File: src/rtl/sfp_norm_pkg.sv
// Shared types and constants for the sfp_norm special-function stage:
// FSM state encoding, default widths and the |psum| helper.
package sfp_pkg;

  localparam int COL      = 8;
  localparam int BW_PSUM  = 12;
  localparam int BW_SUM   = BW_PSUM + 4;
  localparam int FRAC_DEF = 8;

  typedef enum logic [2:0] {
    IDLE,
    ACC,
    PUSH,
    WAIT,
    DIV,
    DONE
  } state_t;

  // Unsigned magnitude; the most negative value maps to 2^(BW_PSUM-1).
  function automatic logic [BW_PSUM-1:0] abs_mag(input logic signed [BW_PSUM-1:0] v);
    logic [BW_PSUM-1:0] u;
    u = v;
    return v[BW_PSUM-1] ? (~u + 1'b1) : u;
  endfunction

endpackage

File: src/rtl/sfp_norm_seq_divider.sv
// Unsigned restoring divider producing Q_W quotient bits, one per cycle.
// The caller guarantees (dividend >> Q_W) < divisor so Q_W iterations suffice.
module seq_divider
  import sfp_pkg::*;
#(
  parameter int DVD_W = 20,
  parameter int DVS_W = 17,
  parameter int Q_W   = 9
) (
  input  logic             clk,
  input  logic             rst,
  input  logic             start,
  input  logic [DVD_W-1:0] dividend,
  input  logic [DVS_W-1:0] divisor,
  output logic [Q_W-1:0]   quo,
  output logic [DVS_W-1:0] rem,
  output logic             done
);

  localparam int CNT_W = $clog2(Q_W + 1);

  logic [DVS_W-1:0] rem_p0, rem_cur, rem_nxt;
  logic [Q_W-1:0]   low_p0, low_cur, quo_p0, quo_cur;
  logic [DVS_W+1:0] trial;
  logic             qbit;
  logic [CNT_W-1:0] cnt;
  logic             run;

  // The start cycle already performs the first iteration on the fresh operands.
  always_comb begin
    rem_cur = start ? DVS_W'(dividend >> Q_W) : rem_p0;
    low_cur = start ? dividend[Q_W-1:0] : low_p0;
    quo_cur = start ? '0 : quo_p0;
    trial   = {1'b0, rem_cur, low_cur[Q_W-1]} - {2'b00, divisor};
    qbit    = ~trial[DVS_W+1];
    rem_nxt = qbit ? trial[DVS_W-1:0] : {rem_cur[DVS_W-2:0], low_cur[Q_W-1]};
  end

  always_ff @(posedge clk) begin
    if (rst) begin
      run  <= 1'b0;
      done <= 1'b0;
      cnt  <= '0;
    end else begin
      done <= 1'b0;
      if (start) begin
        run <= 1'b1;
        cnt <= CNT_W'(1);
      end else if (run) begin
        cnt <= cnt + CNT_W'(1);
        if (cnt == CNT_W'(Q_W - 1)) begin
          run  <= 1'b0;
          done <= 1'b1;
        end
      end
    end
  end

  always_ff @(posedge clk) begin
    if (start || run) begin
      rem_p0 <= rem_nxt;
      low_p0 <= {low_cur[Q_W-2:0], 1'b0};
      quo_p0 <= {quo_cur[Q_W-2:0], qbit};
    end
  end

  assign quo = quo_p0;
  assign rem = rem_p0;

endmodule

File: src/rtl/sfp_norm.sv
// Row |psum| sum, cross-core sum exchange and per-element normalization.
// Optional macro SFP_NORM_ROUND_EN: round quotients to nearest instead of truncating.
module sfp_norm
  import sfp_pkg::*;
#(
  parameter int col     = COL,
  parameter int bw_psum = BW_PSUM,
  parameter int bw_sum  = BW_SUM,
  parameter int FRAC    = FRAC_DEF
) (
  input  logic                   clk,
  input  logic                   reset,
  input  logic                   start,
  input  logic [bw_psum*col-1:0] psum_in,
  output logic [bw_sum-1:0]      sum_out,
  output logic                   sum_wr,
  input  logic                   fifo_full,
  input  logic [bw_sum-1:0]      sum_in,
  input  logic                   fifo_empty,
  output logic                   sum_rd,
  output logic [bw_psum*col-1:0] out,
  output logic                   out_valid,
  output logic                   busy
);

  localparam int IDX_W = (col > 1) ? $clog2(col) : 1;
  localparam int Q_W   = FRAC + 1;
  localparam int DVD_W = bw_psum + FRAC;
  localparam int TOT_W = bw_sum + 1;

  state_t state, state_nxt;
  logic [IDX_W-1:0] col_idx, div_col;
  logic             last_col;

  logic signed [bw_psum-1:0] psum_p0 [col];
  logic [bw_sum-1:0]         acc_p1, acc_sum;
  logic [TOT_W-1:0]          total_p2, total_w;
  logic signed [bw_psum-1:0] res_p3 [col];
  logic [bw_psum*col-1:0]    out_pack;

  logic             div_start, div_done;
  logic [DVD_W-1:0] div_dividend;
  logic [TOT_W-1:0] div_divisor, div_rem;
  logic [Q_W-1:0]   div_quo, mag_q;
  logic signed [bw_psum-1:0] mag_s, res_w;

`ifdef SFP_NORM_ROUND_EN
  // Round half up; a quotient already at 2^FRAC is the largest legal magnitude.
  function automatic logic [Q_W-1:0] round_nearest(input logic [Q_W-1:0] q,
                                                   input logic [TOT_W-1:0] r,
                                                   input logic [TOT_W-1:0] d);
    if (({r, 1'b0} >= {1'b0, d}) && (q < Q_W'(1 << FRAC)))
      return q + 1'b1;
    return q;
  endfunction

  assign mag_q = round_nearest(div_quo, div_rem, total_p2);
`else
  logic unused_rem;
  assign unused_rem = ^div_rem;
  assign mag_q = div_quo;
`endif

  assign last_col = (col_idx == IDX_W'(col - 1));
  assign acc_sum  = acc_p1 + bw_sum'(abs_mag(psum_p0[col_idx]));
  assign total_w  = TOT_W'(sum_out) + TOT_W'(sum_in);
  assign busy     = (state != IDLE);

  assign div_dividend = DVD_W'(abs_mag(psum_p0[div_col])) << FRAC;
  assign div_divisor  = (state == WAIT) ? total_w : total_p2;

  assign mag_s = signed'(bw_psum'(mag_q));
  assign res_w = psum_p0[col_idx][bw_psum-1] ? -mag_s : mag_s;

  always_comb begin
    state_nxt = state;
    div_start = 1'b0;
    div_col   = '0;
    sum_wr    = 1'b0;
    sum_rd    = 1'b0;
    case (state)
      IDLE: if (start) state_nxt = ACC;
      ACC:  if (last_col) state_nxt = PUSH;
      PUSH: if (!fifo_full) begin
        sum_wr    = 1'b1;
        state_nxt = WAIT;
      end
      WAIT: if (!fifo_empty) begin
        sum_rd = 1'b1;
        if (total_w == '0) begin
          state_nxt = DONE;
        end else begin
          state_nxt = DIV;
          div_start = 1'b1;
        end
      end
      DIV: if (div_done) begin
        if (last_col) begin
          state_nxt = DONE;
        end else begin
          div_start = 1'b1;
          div_col   = col_idx + IDX_W'(1);
        end
      end
      DONE:    state_nxt = IDLE;
      default: state_nxt = IDLE;
    endcase
    if (reset) begin
      sum_wr    = 1'b0;
      sum_rd    = 1'b0;
      div_start = 1'b0;
    end
  end

  always_comb begin
    out_pack = '0;
    for (int i = 0; i < col; i++) out_pack[i*bw_psum +: bw_psum] = res_p3[i];
  end

  always_ff @(posedge clk) begin
    if (reset) begin
      state     <= IDLE;
      col_idx   <= '0;
      sum_out   <= '0;
      out       <= '0;
      out_valid <= 1'b0;
    end else begin
      state     <= state_nxt;
      out_valid <= 1'b0;
      case (state)
        IDLE: col_idx <= '0;
        ACC: begin
          col_idx <= last_col ? '0 : col_idx + IDX_W'(1);
          if (last_col) sum_out <= acc_sum;
        end
        DIV: if (div_done && !last_col) col_idx <= col_idx + IDX_W'(1);
        DONE: begin
          out       <= out_pack;
          out_valid <= 1'b1;
        end
        default: ;
      endcase
    end
  end

  // p0: row capture, p1: |psum| accumulation, p2: two-core total, p3: per-column results
  always_ff @(posedge clk) begin
    if (state == IDLE && start) begin
      for (int i = 0; i < col; i++) begin
        psum_p0[i] <= psum_in[i*bw_psum +: bw_psum];
        res_p3[i]  <= '0;
      end
      acc_p1 <= '0;
    end
    if (state == ACC) acc_p1 <= acc_sum;
    if (state == WAIT && !fifo_empty) total_p2 <= total_w;
    if (state == DIV && div_done) res_p3[col_idx] <= res_w;
  end

  seq_divider #(
    .DVD_W(DVD_W),
    .DVS_W(TOT_W),
    .Q_W  (Q_W)
  ) u_div (
    .clk     (clk),
    .rst     (reset),
    .start   (div_start),
    .dividend(div_dividend),
    .divisor (div_divisor),
    .quo     (div_quo),
    .rem     (div_rem),
    .done    (div_done)
  );

endmodule

File: config.mk
export PLATFORM = sky130hd
export DESIGN_NAME = sfp_norm
export DESIGN_NICKNAME = d
export VERILOG_FILES = /design/src/rtl/sfp_norm_pkg.sv /design/src/rtl/sfp_norm_seq_divider.sv /design/src/rtl/sfp_norm.sv
export SDC_FILE = /design/constraint.sdc
export NUM_CORES = 1
export LEC_CHECK = 0
export CELL_PAD_IN_SITES_DETAIL_PLACEMENT = 0
export CELL_PAD_IN_SITES_GLOBAL_PLACEMENT = 1
export CORE_AREA = 5 5 211 213
export DETAILED_ROUTE_END_ITERATION = 10
export DIE_AREA = 0 0 216 218
export PLACE_DENSITY_LB_ADDON = 0.12
export SETUP_SLACK_MARGIN = 0.2
export SYNTH_ARGS = -nofsm -noshare
export SYNTH_HDL_FRONTEND = slang
export SYNTH_SLANG_ARGS = --single-unit
File: constraint.sdc
create_clock -name clk -period 10.16 [get_ports clk]
set_clock_uncertainty 0.2 [all_clocks]
set_input_delay 2.032 -clock clk [delete_from_list [all_inputs] [get_ports clk]]
set_output_delay 2.032 -clock clk [all_outputs]
set_load 0.05 [all_outputs]
==> flow_metrics.env, run 1 <==
export IMPL_run_status="finished clean"
export IMPL_period_share=0.819
export IMPL_area_growth_pct=21.9
export IMPL_numPortBuffers=232
export IMPL_cts_setup_buffers=0
export IMPL_yosysSeqAreaShare=0.549
export IMPL_min_period_ns=8.32
export IMPL_overflow=0
export IMPL_io_pins=233
export IMPL_synth_edf_count=251
export IMPL_dr_pass1_iters=6
export IMPL_leakagePower_nw=8.06
export IMPL_finalSetupViolCount=0
export IMPL_hold_depth=2
export IMPL_clock_latency_ns=0.58
export IMPL_final_core_util=0.527
export IMPL_hold_viol_final=0
export IMPL_p_total_mw=3.69
export IMPL_cp_max_fo=12
export IMPL_drive_gt1_frac=0.0782
export IMPL_arrival_ns=8.43
export IMPL_num_vias=13700
export IMPL_vias_per_cell=5.46
export IMPL_drt_wl_total_um=49100
export IMPL_grt_pass1_wl_um=76000
export IMPL_tns_ns=0
export IMPL_wl_per_cell_um=19.6
export IMPL_initial_core_util=0.433
export IMPL_worst_ep_required_time_ns=10.27
export IMPL_min_delay_start="out[66]$_SDFFE_PP0P_"
export IMPL_holdCritPathClass="register to register"
export IMPL_rows=76
export IMPL_max_clock_path_buffers=3
export IMPL_path_class="input port to register"
export IMPL_rr_startpoint="col_idx[1]$_SDFFE_PP0P_"
export IMPL_core_area_mm2=0.0425
export IMPL_routabilityCongestion=0.853
export IMPL_grt_max_degree=98
export IMPL_path_clk_slew_ns=0.06
export IMPL_final_cell_mix="285 x nand2_1, 251 x edfxtp_1, 231 x clkdlybuf4s50_1"
export IMPL_cts_resized=0
export IMPL_drt_iter0_drc=940
export IMPL_cts_max_level=2
export IMPL_grt_antenna_before_repair=0
export IMPL_end_kind="register"
export IMPL_cap_viol_max_count=0
export IMPL_start_kind="input port"
export IMPL_ys_async_sr_fraction=0
export IMPL_yosys_register_bits=379
export IMPL_ant_nets=0
export IMPL_grt_usage=0.204
export IMPL_synthesis_area_mm2=0.0184
export IMPL_synth_flop_cell="edfxtp_1"
export IMPL_fin_nets=2092
export IMPL_rsz0062_at_grt="no"
export IMPL_cts_sinks=379
export IMPL_postSynthNetCount=1900
export IMPL_cts_root_buf="clkbuf_16"
export IMPL_postCtsHoldBufs=0
export IMPL_cts_buffers=41
export IMPL_worst_slew_pin_slew_ns=1.31
export IMPL_die_area_mm2=0.0471
export IMPL_num_fill_cells=3824
export IMPL_grt_pass1_vias=13500
export IMPL_slew_viol_final=0
export IMPL_min_to="out[66]$_SDFFE_PP0P_"
export IMPL_cts_tree="done"
export IMPL_drc=0
export IMPL_max_freq_mhz=120
export IMPL_reg2reg_to="u_div.rem[13]$_DFFE_PP_"
export IMPL_n_antenna_cell=0
export IMPL_ff2ff_setup_slack_ns=3.38
export IMPL_die_w_um=216
export IMPL_power_density_mw_per_mm2=165
export IMPL_ys_warn_count=0
export IMPL_netlist_instances=1732
export IMPL_r2r_cells=28
export IMPL_dp_hpwl_um=34500
export IMPL_ir_drop_v=0.000122
export IMPL_die_h_um=218
export IMPL_maxSlewHeadroom=0.127
export IMPL_yosysUniqueCellTypes=86
export IMPL_syn_area_per_cell_um2=10.6
export IMPL_layout_commonest_cell="nand2_1"
## cell families after synthesis
group                      Yosys count  share of synthesized area
AOI/OAI and AO/OA                  369                      0.130
xor gates and xnor gates            58                     0.0276
adders and majority gates           53                     0.0371
buffers and inverters              133                     0.0299
DFF                                379                      0.549
muxes                               80                     0.0635
and+or+nand+nor                    660                      0.162
## stage by stage
stage	std cells	setup slack, ns	cell area, µm²	hold WS (ns)
2_1_floorplan	1732	2.33	18400	0.271
3_3_place_gp	2427	1.45	21100	0.242
3_5_place_dp	2427	1.36	21100	0.250
4_1_cts	2503	1.95	22400	0.258
5_1_grt	2503	1.51	22400	0.271
6_report	2503	1.84	22400	0.254
## critical path: stages
cell             delay, ns
clkdlybuf4s50_1       0.45
ha_1                  0.25
fa_1                  0.42
nand3_1               0.15
a211oi_1              0.11
or3_1                 0.34
a2111oi_0             0.56
o2111a_1              0.36
and3_1                0.28
nand2_1               0.08
a21o_1                0.22
nand2b_1              0.31
nand2_1               0.09
nand2_1               0.09
ha_1                  0.26
nor2b_1               0.14
o21ai_0               0.16
nand2b_1              0.11
a21oi_1               0.25
and2_1                0.17
a31oi_1               0.04
a31oi_1               0.19
maj3_2                0.27
o21ai_4               0.10
a21o_4                0.23
a21oi_4               0.21
inv_2                 0.20
mux2_4                0.34
## registers in the layout, indices dropped and copies added, names as in the netlist, named ones only
name and flops:
out 96, psum_p0 96, res_p3 96, total_p2 17, u_div.rem 17, acc_p1 16
sum_out 16, u_div.quo 9, u_div.cnt 4, col_idx 3, state 3, out_valid 1
u_div.done 1, u_div.run 1
## cell usage after synthesis (24+ instances only)
| master | n | area share |
|---|---|---|
| nor2b_1 | 24 | 0.0082 |
| nand3_1 | 31 | 0.0084 |
| xnor2_1 | 33 | 0.016 |
| nor2_1 | 194 | 0.040 |
| a21oi_1 | 148 | 0.040 |
| xor2_1 | 25 | 0.012 |
| dfxtp_1 | 128 | 0.14 |
| o21ai_0 | 78 | 0.021 |
| inv_1 | 30 | 0.0061 |
| nand2_1 | 286 | 0.058 |
| clkbuf_1 | 80 | 0.016 |
| mux2i_1 | 39 | 0.021 |
| ha_1 | 48 | 0.033 |
| edfxtp_1 | 251 | 0.41 |
| mux4_2 | 24 | 0.029 |
## per-layer routing
layer | wire [µm] | GRT usage
met1 | 20800 | 0.257
met2 | 23900 | 0.348
met3 | 2580 | 0.0418
met4 | 1810 | 0.0765
met5 | 0 | 0
## cell type report
| cell class | count | area (µm²) | share of cell area |
|---|---|---|---|
| Timing Repair Buffer | 250 | 2450 | 0.110 |
| Inverter | 32 | 121 | 0.00542 |
| Multi-Input combinational cell | 1220 | 7750 | 0.346 |
| Sequential cell | 379 | 10100 | 0.451 |
| Clock buffer | 56 | 1120 | 0.0501 |
| Clock inverter | 20 | 178 | 0.00793 |
| Tap cell | 546 | 683 | 0.0305 |
## where the power goes
group	switching [mW]	total (mW)	internal (mW)
registers	0.0323	1.77	1.74
logic	0.283	0.465	0.181
clock network	0.621	1.45	0.832
## how the worst max path moves through the flow
stage	startpoint	end	cells past startpoint
floorplan	sum_in[0]	u_div.rem[13]$_DFFE_PP_	27
global placement	sum_in[0]	u_div.rem[13]$_DFFE_PP_	26
detailed placement	sum_in[1]	u_div.rem[16]$_DFFE_PP_	24
CTS	sum_in[1]	u_div.rem[2]$_DFFE_PP_	24
global route	sum_in[1]	u_div.rem[13]$_DFFE_PP_	25
finish	sum_in[0]	u_div.rem[14]$_DFFE_PP_	28
Power figures use the tool's default switching activity.
==> inputs of run 2 (changes only) <==
clock period = 7.76 ns   (was 10.16 ns; I/O delays follow)
==> flow_metrics.env, run 2 (synthesis results as in run 1) <==
export IMPL_drive_gt1_frac=0.0893
export IMPL_num_vias=13600
export IMPL_clock_latency_ns=0.57
export IMPL_dp_hpwl_um=35200
export IMPL_die_h_um=218
export IMPL_grt_pass1_vias=13400
export IMPL_rsz0062_at_grt="no"
export IMPL_path_class="input port to register"
export IMPL_worst_slew_pin_slew_ns=1.22
export IMPL_initial_core_util=0.433
export IMPL_ir_drop_v=0.000153
export IMPL_drt_iter0_drc=1013
export IMPL_end_kind="register"
export IMPL_largest_registers="out x96, psum_p0 x96, res_p3 x96"
export IMPL_grt_pass1_wl_um=75200
export IMPL_holdCritPathClass="register to register"
export IMPL_arrival_ns=7.34
export IMPL_run_status="finished clean"
export IMPL_power_density_mw_per_mm2=212
export IMPL_grt_antenna_before_repair=0
export IMPL_die_w_um=216
export IMPL_routabilityCongestion=0.842
export IMPL_path_clk_slew_ns=0.05
export IMPL_min_period_ns=7.24
export IMPL_fin_nets=2118
export IMPL_use_met3=0.0278
export IMPL_ant_nets=0
export IMPL_finalSetupViolCount=0
export IMPL_drt_wl_total_um=49100
export IMPL_cts_setup_buffers=0
export IMPL_wl_per_cell_um=19.4
export IMPL_die_area_mm2=0.0471
export IMPL_leakagePower_nw=8.18
export IMPL_cts_tree="done"
export IMPL_num_fill_cells=3805
export IMPL_layout_commonest_cell="nand2_1"
export IMPL_cts_root_buf="clkbuf_16"
export IMPL_area_growth_pct=22.9
export IMPL_worst_ep_required_time_ns=7.86
export IMPL_cts_sinks=379
export IMPL_use_met2=0.357
export IMPL_slew_viol_final=0
export IMPL_maxSlewHeadroom=0.183
export IMPL_dr_pass1_iters=5
export IMPL_cap_viol_max_count=0
export IMPL_cp_max_fo=4
export IMPL_grt_busiest_layer="met2"
export IMPL_holdWs_ns=0.251
export IMPL_n_antenna_cell=0
export IMPL_core_area_mm2=0.0425
export IMPL_dp_cells=2452
export IMPL_vias_per_cell=5.40
export IMPL_max_clock_path_buffers=3
export IMPL_period_share=0.933
export IMPL_grt_usage=0.201
export IMPL_rows=76
export IMPL_hold_viol_final=0
export IMPL_cts_buffers=42
export IMPL_grt_max_degree=98
export IMPL_overflow=0
export IMPL_max_freq_mhz=138
export IMPL_numPortBuffers=232
export IMPL_met1_usage=0.260
export IMPL_cts_max_level=2
export IMPL_final_cell_mix="285 x nand2_1, 251 x edfxtp_1, 231 x clkdlybuf4s50_1"
export IMPL_fin_cells=2528
export IMPL_drc=0
export IMPL_start_kind="input port"
export IMPL_io_pins=233
run 2: cell types whose count changed in the layout (fill, tap and decap cells not counted), sizes merged:
cell	change
bufinv	-2
buf	+25
clkbuf	+3
clkinvlp	-1
run 2: power breakdown:
group	leakage, nW	switching [mW]	total (mW)	internal (mW)
combinational	4.09	0.359	0.597	0.238
clock	0.630	0.799	1.87	1.07
sequential	3.46	0.0464	2.33	2.28
total	8.18	1.20	4.79	3.59
run 2: metrics by stage:
| step | TNS, ns | power (mW) | utilization | area [µm²] | worst slack [ns] |
|---|---|---|---|---|---|
| final | 0 | 4.79 | 0.532 | 22600 | 0.518 |
| after global routing | 0 | 5.00 | 0.532 | 22600 | 0.234 |
| after CTS | 0 | 4.86 | 0.531 | 22600 | 0.436 |
| after detailed placement | -1.71 | 2.97 | 0.501 | 21300 | -0.159 |
| after global placement | 0 | 2.96 | 0.501 | 21300 | 0.0361 |
| after floorplan | 0 | 2.75 | - | 18400 | 0.412 |
run 2: path summary, 6_finish.rpt:
check                                      startpoint                 endpoint  slack, ns  cells past startpoint
worst max register to register  state[2]$_SDFFE_PP0P_  u_div.rem[13]$_DFFE_PP_       1.13                     23
worst max-delay path                        sum_in[0]  u_div.rem[13]$_DFFE_PP_       0.52                     27
worst min-delay path             out[57]$_SDFFE_PP0P_     out[57]$_SDFFE_PP0P_       0.25                      2
worst min register to register   out[57]$_SDFFE_PP0P_     out[57]$_SDFFE_PP0P_       0.25                      2
run 2: critical path, cell delays in order:
cell             delay (ns)
clkdlybuf4s50_1        0.46
ha_1                   0.26
fa_1                   0.42
nand3_1                0.13
buf_4                  0.12
a21oi_1                0.11
or4b_4                 0.55
o311ai_4               0.12
nor4_2                 0.12
a41oi_4                0.33
mux2i_1                0.29
inv_1                  0.07
ha_1                   0.28
nor2b_1                0.12
o21ai_0                0.15
nand2b_1               0.09
and2_1                 0.16
o21ai_0                0.17
nand2b_1               0.11
nor2b_1                0.16
a21oi_1                0.06
o21a_1                 0.22
a2111oi_4              0.38
o31ai_2                0.12
and3_1                 0.18
a311o_1                0.34
mux2_4                 0.25
run 2: layout make-up:
cell class	instances	area, µm²	area share
Clock buffer	59	1190	0.0526
Clock inverter	17	106	0.00471
Inverter	32	121	0.00537
Multi-Input combinational cell	1220	7750	0.343
Sequential cell	379	10100	0.447
Tap cell	546	683	0.0302
Timing Repair Buffer	275	2640	0.117
run 2: metal layers:
layer / routed length, µm / up-vias
met3: 1830 / 55
met2: 24500 / 346
met4: 1020 / 0
met5: 0 / -
met1: 21700 / 6570
li1: - / 6670
run 2: timing repair:
item / in CTS / in global routing
resized for setup: 0 / 3
setup endpoints to repair: 0 / 12
hold buffers: 0 / 0
==> inputs of run 3 (changes only) <==
CORE_AREA = 5 5 209 211   (was 5 5 211 213)
DIE_AREA = 0 0 214 216   (was 0 0 216 218)
SYNTH_HIERARCHICAL = 1   (was not set)
==> flow_metrics.env, run 3 <==
export IMPL_run_status="finished clean"
export IMPL_ys_warn_count=6
export IMPL_power_density_mw_per_mm2=214
export IMPL_synth_edf_count=259
export IMPL_cts_root_buf="clkbuf_16"
export IMPL_synthTopCellsByArea="edfxtp_1 42%, dfxtp_1 14%, nand2_1 5.6%, a21oi_1 4.1%, ha_1 3.5%"
export IMPL_routabilityCongestion=0.872
export IMPL_ys_async_sr_fraction=0
export IMPL_synth_commonest_cells="277 x nand2_1, 259 x edfxtp_1, 165 x nor2_1"
export IMPL_crit_buf_inv=4
export IMPL_drc=0
export IMPL_area_growth_pct=23.4
export IMPL_ant_nets=0
export IMPL_cts_sinks=387
export IMPL_cts_setup_buffers=0
export IMPL_cts_tree="done"
export IMPL_crit_top_cell="buf_4"
export IMPL_holdCritPathClass="register to register"
export IMPL_hold_viol_final=0
export IMPL_worst_ep_required_time_ns=7.87
export IMPL_synthesis_area_mm2=0.0185
export IMPL_cp_max_fo=11
export IMPL_final_core_util=0.549
export IMPL_grt_pass1_wl_um=75200
export IMPL_fin_nets=2093
export IMPL_vias_per_cell=5.44
export IMPL_die_w_um=214
export IMPL_tns_ns=0
export IMPL_die_h_um=216
export IMPL_layout_commonest_cell="nand2_1"
export IMPL_yosys_register_bits=387
export IMPL_final_cell_mix="276 x nand2_1, 259 x edfxtp_1, 231 x clkdlybuf4s50_1"
export IMPL_grt_pass1_vias=13300
export IMPL_synth_flop_cell="edfxtp_1"
export IMPL_die_area_mm2=0.0462
export IMPL_synth_area_leader_cell="edfxtp_1"
export IMPL_drt_iter0_drc=822
export IMPL_min_delay_start="out[31]$_SDFFE_PP0P_"
export IMPL_slew_viol_final=0
export IMPL_rr_startpoint="col_idx[1]$_SDFFE_PP0N_"
export IMPL_drive_gt1_frac=0.102
export IMPL_holdWs_ns=0.253
export IMPL_initial_core_util=0.445
export IMPL_largest_registers="out x96, psum_p0 x96, res_p3 x96"
export IMPL_critPathTopFamily="compound AO/OA/AOI/OAI gates"
export IMPL_slowest_stage="clkdlybuf4s50_1"
export IMPL_worst_slew_pin_slew_ns=1.08
export IMPL_netlist_instances=1707
export IMPL_synth_most_common_cell="nand2_1"
export IMPL_overflow=0
export IMPL_cap_viol_max_count=0
export IMPL_ir_drop_v=0.000141
export IMPL_cts_resized=0
export IMPL_num_vias=13600
export IMPL_syn_area_per_cell_um2=10.8
export IMPL_yosysUniqueCellTypes=81
export IMPL_cts_max_level=2
export IMPL_finalSetupViolCount=0
export IMPL_start_kind="input port"
export IMPL_rows=75
export IMPL_clock_latency_ns=0.57
export IMPL_worst_path_largest_cell_delay_ns=0.46
export IMPL_max_clock_path_buffers=3
export IMPL_ff2ff_setup_slack_ns=1.54
export IMPL_period_share=0.902
export IMPL_yosysSeqAreaShare=0.559
export IMPL_path_class="input port to register"
export IMPL_n_antenna_cell=0
export IMPL_postCtsHoldBufs=0
export IMPL_min_period_ns=7.00
export IMPL_numPortBuffers=232
export IMPL_synth_top_cell_area_share=0.420
export IMPL_leakagePower_nw=8.09
export IMPL_maxSlewHeadroom=0.278
export IMPL_grt_antenna_before_repair=0
export IMPL_cts_buffers=43
export IMPL_core_area_mm2=0.0416
export IMPL_dp_hpwl_um=33800
export IMPL_arrival_ns=7.11
export IMPL_path_clk_slew_ns=0.06
export IMPL_grt_usage=0.203
export IMPL_rsz0062_at_grt="no"
export IMPL_path_cells="clkdlybuf4s50_1 > ha_1 > fa_1 > a211oi_1 > nor2_1 > a2111oi_0 > buf_4 > nor2_1 > xor2_1 > nor3_1 > a41oi_4 > buf_4 > mux2_2 > ha_1 > a21o_1 > a221o_2 > a31oi_4 > o21a_4 > o31ai_4 > buf_4 > mux2_4"
export IMPL_io_pins=233
export IMPL_drt_wl_total_um=48300
export IMPL_wl_per_cell_um=19.4
export IMPL_dr_pass1_iters=5
export IMPL_grt_max_degree=98
export IMPL_max_freq_mhz=143
export IMPL_end_kind="register"
export IMPL_worstSetupStartpoint="sum_in[0]"
## run 3: cell types whose count changed in the layout (fill, tap and decap cells not counted), moves of 16 or more
cell       change
a311oi_1      +16
mux2_2        +30
nor2_1        -29
and3b_1       -17
a2111oi_0     -16
inv_1         +17
## run 3: cells by family (layout without fill, tap and decap cells)
kind of cell	Yosys count	after routing	share of synthesized area
AND/OR/NAND/NOR	585	585	0.139
flip-flops	387	387	0.559
AO/OA/AOI/OAI	368	368	0.127
buffers and inverters	151	393	0.0329
multiplexers	97	97	0.0742
XOR/XNOR	63	63	0.0298
adder cells (fa/ha/maj)	55	55	0.0384
other	1	8	0.000203
## run 3: final cells by class
type | count | area [µm²]
Sequential cell | 387 | 10300
Tap cell | 539 | 674
Clock inverter | 21 | 201
Clock buffer | 59 | 1260
Timing Repair Buffer | 263 | 2550
Inverter | 50 | 189
Multi-Input combinational cell | 1176 | 7600
Fill cell | 3652 | 18800
## run 3: worst paths after layout
check | to | cells past startpoint
max | u_div/rem[13]$_DFFE_PP_ | 21
min | out[31]$_SDFFE_PP0P_ | 2
max reg2reg | u_div/rem[13]$_DFFE_PP_ | 18
min reg2reg | out[31]$_SDFFE_PP0P_ | 2
## run 3: routing by layer
| metal | GRT usage | part of all wire |
|---|---|---|
| met1 | 0.262 | 0.43 |
| met5 | 0 | 0 |
| met2 | 0.347 | 0.49 |
| met4 | 0.0556 | 0.027 |
| met3 | 0.0450 | 0.056 |
## run 3: report_power, final
part / total (mW) / internal [mW] / switching [mW] / leakage (nW)
Sequential: 2.32 / 2.29 / 0.0348 / 3.53
Clock: 2.07 / 1.24 / 0.830 / 0.717
Combinational: 0.485 / 0.198 / 0.287 / 3.84
Total: 4.88 / 3.73 / 1.15 / 8.09
## run 3: worst reg2reg max path: cells and delay by family, from the launching register on
| family | cells | cell delay [ns] |
|---|---|---|
| adder cells (fa/ha/maj) | 2 | 1.37 |
| multiplexers | 2 | 0.60 |
| flip-flops | 1 | 0.40 |
| AO/OA/AOI/OAI | 9 | 1.97 |
| buffers and inverters | 2 | 0.49 |
| AND/OR/NAND/NOR | 2 | 0.75 |
| XOR/XNOR | 1 | 0.18 |
## run 3: per-stage QoR
stage | std cells | setup slack (ns) | cell area (µm²) | power (mW)
5_1_grt | 2495 | 0.456 | 22800 | 5.07
4_1_cts | 2495 | 0.763 | 22800 | 4.93
6_report | 2495 | 0.758 | 22800 | 4.88
3_5_place_dp | 2415 | 0.189 | 21400 | 2.85
3_3_place_gp | 2415 | 0.217 | 21400 | 2.84
2_1_floorplan | 1714 | 0.688 | 18500 | 2.66
==> RTL edit 1, RTL diff (config.mk and constraints of run 3) <==
`BW_PSUM`: 12 -> 6.
--- a/src/rtl/sfp_norm_pkg.sv
+++ b/src/rtl/sfp_norm_pkg.sv
@@ -4,5 +4,5 @@
 
   localparam int COL      = 8;
-  localparam int BW_PSUM  = 12;
+  localparam int BW_PSUM  = 6;
   localparam int BW_SUM   = BW_PSUM + 4;
   localparam int FRAC_DEF = 8;
Ports: changed (resized out, psum_in, sum_in and sum_out); port bits go from 233 to 125. No check against the original RTL was run, so the function may have changed too.
==> RTL edit 1 against run 3 <==
Register-to-register slack improved by 670 ps. Sequential cell count is 171 lower. Routed wire length fell by 41%. Cell area down 42%. First-iteration DRC count shrank 69%. Setup slack gained 380 ps. Non-clock buffer count decreased by 127. Synthesized area shrank 44%. Power down 39%. Final cell count down 35%. Critical path depth fell by 3. Largest cell class unchanged.
==> RTL edit 1: results (changes against run 3) <==
[metrics] capture instance of the worst register-to-register path: u_div/rem[2] (was u_div/rem[13])
[metrics] first-pass GRT wire length: 44900 microns (was 75200 microns)
[metrics] status: finished, final reports clean (unchanged)
[metrics] DP Worst Slack: 541 ps (was 189 ps)
[metrics] DR pass1 iterations: 5 (unchanged)
[metrics] cts bufs inserted: 27 (was 43)
[metrics] wirelength, routed: 28500 microns (was 48300 microns)
[metrics] number of antenna cells inserted: 0 (unchanged)
[metrics] number of DRC markers after the initial detailed-route iteration: 252 (was 822)
[metrics] yosys synthesis warning count: 6 (unchanged)
[metrics] GRT Util Overall: 0.121 (was 0.203)
[metrics] launch point of the worst path: sum_in[0] (unchanged)
[metrics] worst hold endpoint: out[22] (was out[31])
[metrics] share of cells above drive strength 1: 0.116 (was 0.102)
[metrics] registers with the highest flip-flop counts: out (48), psum_p0 (48), res_p3 (48) (was out (96), psum_p0 (96), res_p3 (96))
[metrics] clock root buffer: sky130_fd_sc_hd__clkbuf_16 (unchanged)
[metrics] Nets: 1160 (was 2093)
[metrics] top fanout value on the critical path: 13 (was 11)
[metrics] Filler Cells Inserted: 4274 (was 3652)
[metrics] worst reg2reg path depth: 17 (was 18)
[metrics] maximum vdd drop: 0.000147 V (was 0.000141 V)
[metrics] Critical Path AT: 6720 ps (was 7110 ps)
[metrics] max incr delay on CP: 490 ps (was 460 ps)
[metrics] GPL Wtd Cong: 0.748 (was 0.872)
[metrics] cell family contributing the most delay on the critical path: compound AO/OA/AOI/OAI gates (unchanged)
[metrics] clock insertion delay at the later pin of the skew report: 550 ps (was 570 ps)
[metrics] initial antenna violation count: 0 (unchanged)
[metrics] Final TNS setup: 0 ps (unchanged)
[metrics] largest buffer count on any clock path: 3 (unchanged)
[metrics] total of max-cap violations: 0 (unchanged)
[metrics] worst slew pin tran: 1120 ps (was 1080 ps)
[metrics] origin of the worst min-delay path: out[22] (was out[31])
[metrics] number of gates given a new drive strength after cts: 0 (unchanged)
[metrics] number of global-route vias before repair: 7622 (was 13310)
[metrics] number of H-tree branching levels: 1 (was 2)
[metrics] post-detail-place hpwl: 20500 microns (was 33800 microns)
[metrics] Hold Crit Class: flop to flop (unchanged)
[metrics] number of buffers inserted by port buffering: 124 (was 232)
[metrics] hold depth: 2 (unchanged)
[metrics] leakage power: 4.67 nW (was 8.09 nW)
[metrics] R2R Path Start: sum_out[0] (was col_idx[1])
[metrics] setup slack, reg-to-reg: 2210 ps (was 1540 ps)
[metrics] post-CTS clock slew at the launch and capture registers of the worst setup and hold paths: 60 ps (about the same)
[metrics] vias: 7293 (was 13575)
[metrics] # Post-CTS Setup Buffers: 0 (unchanged)
[metrics] worst-path cell with the longest stage delay: sky130_fd_sc_hd__fa_1 (was sky130_fd_sc_hd__clkdlybuf4s50_1)
[metrics] maximum number of pins on one net before global-route repair: 68 (was 98)
[metrics] number of nets still failing antenna checks after routing: 0 (unchanged)
-- RTL edit 1: cell type report --
class / count / share of cell area
Timing Repair Buffer: 136 / 0.101
Sequential cell: 216 / 0.437
Inverter: 35 / 0.00999
Clock buffer: 28 / 0.0517
Clock inverter: 22 / 0.0205
Multi-Input combinational cell: 644 / 0.329
Tap cell: 539 / 0.0513
-- RTL edit 1: how the worst max path moves through the flow --
stage                     slack, ps      endpoint  depth (start not counted)
after CTS                      1100  u_div/rem[2]                         18
after floorplan                1350  u_div/rem[3]                         18
after detailed placement        540  u_div/rem[2]                         18
final                          1140  u_div/rem[2]                         18
after global routing            810  u_div/rem[2]                         18
after global placement          580  u_div/rem[2]                         18
-- RTL edit 1: power breakdown --
group / switching [mW] / internal, mW / total [mW]
sequential: 0.0357 / 1.29 / 1.32
combinational: 0.177 / 0.126 / 0.303
clock: 0.521 / 0.810 / 1.33
total: 0.734 / 2.22 / 2.96
-- RTL edit 1: worst min-delay path: stages, from the launching register on --
cell,delay [ps]
sky130_fd_sc_hd__dfxtp_1,310
sky130_fd_sc_hd__nand2_1,50
sky130_fd_sc_hd__a21oi_1,50
-- RTL edit 1: per-stage QoR --
step / area (sq um) / power (mW) / cells / hold slack, ps
3_5_place_dp: 12200 / 1.66 / 1570 / 247
6_report: 13100 / 2.96 / 1620 / 252
2_1_floorplan: 10400 / 1.53 / 936 / 271
3_3_place_gp: 12200 / 1.66 / 1570 / 244
5_1_grt: 13100 / 3.10 / 1620 / 272
4_1_cts: 13100 / 3.02 / 1620 / 256
-- RTL edit 1: per-layer routing --
layer,part of all wire,track usage
met1,0.47,0.164
met2,0.47,0.202
met3,0.037,0.0235
met4,0.022,0.0294
met5,0,0
==> RTL edit 2, RTL diff (settings of run 3) <==
Made on the original files. Reset style: asynchronous (`reset` and `rst`), changed in 2 clocked blocks.
--- a/src/rtl/sfp_norm_seq_divider.sv
+++ b/src/rtl/sfp_norm_seq_divider.sv
@@ -37,5 +37,5 @@
   end
 
-  always_ff @(posedge clk) begin
+  always_ff @(posedge clk or posedge rst) begin
     if (rst) begin
       run  <= 1'b0;
--- a/src/rtl/sfp_norm.sv
+++ b/src/rtl/sfp_norm.sv
@@ -118,5 +118,5 @@
   end
 
-  always_ff @(posedge clk) begin
+  always_ff @(posedge clk or posedge reset) begin
     if (reset) begin
       state     <= IDLE;
Behaviour: differs if reset is asserted again (counterexample within 4 cycles, from zero or initial values and one cycle with reset high); with reset held inactive, the same outputs for 4 cycles.
==> RTL edit 2 against run 3 <==
Sequential share of layout area up 1.1 points. Fmax about the same. Sequential cell count down 3. Routed wire length up 2.9%. Cell area up 2.9%. Core utilization up 1.6 points. First-iteration DRC count down 0.97%. Synthesized area up 3.5%. Setup slack better by 2.8 ps.
Power is not compared: it rests on default switching activity, and its combinational part moved more than twofold at a synthesized area within 25%.
==> RTL edit 2: results (changes against run 3) <==
[metrics] status: finished, final reports clean (unchanged)
[metrics] WL met3: 2660 microns (was 2700 microns)
[metrics] cts bufs inserted: 42 (was 43)
[metrics] grt met1 use: 0.278 (was 0.262)
[metrics] hold depth: 1 (was 2)
[metrics] CP endpoint: u_div/rem[7] (was u_div/rem[13])
[metrics] WL/cell: 21.2 microns (was 19.4 microns)
[metrics] worst reg2reg path depth: 19 (was 18)
[metrics] global-route track usage on met3: 0.0394 (was 0.0450)
[metrics] share of cells above drive strength 1: 0.172 (was 0.102)
[metrics] top fanout value on the critical path: 13 (was 11)
[metrics] maximum number of pins on one net before global-route repair: 82 (was 98)
[metrics] origin of the worst min-delay path: res_p3[3][11] (was out[31])
[metrics] met2 routed WL: 24300 microns (was 23600 microns)
[metrics] Critical Path AT: 7100 ps (was 7110 ps)
[metrics] post-detail-place hpwl: 36100 microns (was 33800 microns)
[metrics] number of DRC markers after the initial detailed-route iteration: 814 (was 822)
[metrics] vias: 13167 (was 13575)
[metrics] GRT Util Overall: 0.212 (was 0.203)
[metrics] capture instance of the worst register-to-register path: u_div/rem[15] (was u_div/rem[13])
[metrics] number of global-route vias before repair: 13369 (was 13310)
[metrics] initial antenna violation count: 1 (was 0)
[metrics] ys async rst share: 0.326 (was 0)
[metrics] Final Cycle Share: 0.902 (about the same)
[metrics] first-pass GRT wire length: 77200 microns (was 75200 microns)
[metrics] setup slack, reg-to-reg: 1460 ps (was 1540 ps)
[metrics] max incr delay on CP: 480 ps (was 460 ps)
[metrics] synth unique cells: 94 (was 81)
[metrics] Placed Area: 22100 sq um (was 21400 sq um)
[metrics] GPL Wtd Cong: 0.865 (was 0.872)
[metrics] wire length on met1: 21300 microns (was 20700 microns)
[metrics] worst-path cell with the longest stage delay: sky130_fd_sc_hd__or4b_1 (was sky130_fd_sc_hd__clkdlybuf4s50_1)
[metrics] sequential share of the synthesized area: 0.569 (was 0.559)
[metrics] worst hold endpoint: out[47] (was out[31])
-- RTL edit 2: cell families after synthesis --
kind of cell             Yosys count  share of synthesized area
flip-flops                       384                      0.569
AND/OR/NAND/NOR                  429                      0.109
buffers and inverters            141                     0.0323
adder cells (fa/ha/maj)           55                     0.0371
AO/OA/AOI/OAI                    274                      0.103
XOR/XNOR                          49                     0.0224
other                              1                   0.000196
multiplexers                     194                      0.127
-- RTL edit 2: layout make-up --
| class | count | area [sq um] |
|---|---|---|
| clock buffer | 64 | 1230 |
| clock inverter | 13 | 106 |
| inverter | 63 | 244 |
| tap | 539 | 674 |
| sequential | 384 | 10900 |
| multi-input combinational | 1009 | 7680 |
| timing repair buffer | 274 | 2640 |
| fill | 3496 | 18100 |
| antenna | 1 | 2.50 |
-- RTL edit 2: stage by stage --
step	total power, mW	hold slack, ps	std cells
floorplan	4.23	254	1534
CTS	6.95	276	2346
global route	7.26	287	2347
detailed placement	4.99	262	2269
global placement	4.96	256	2269
finish	6.86	272	2347
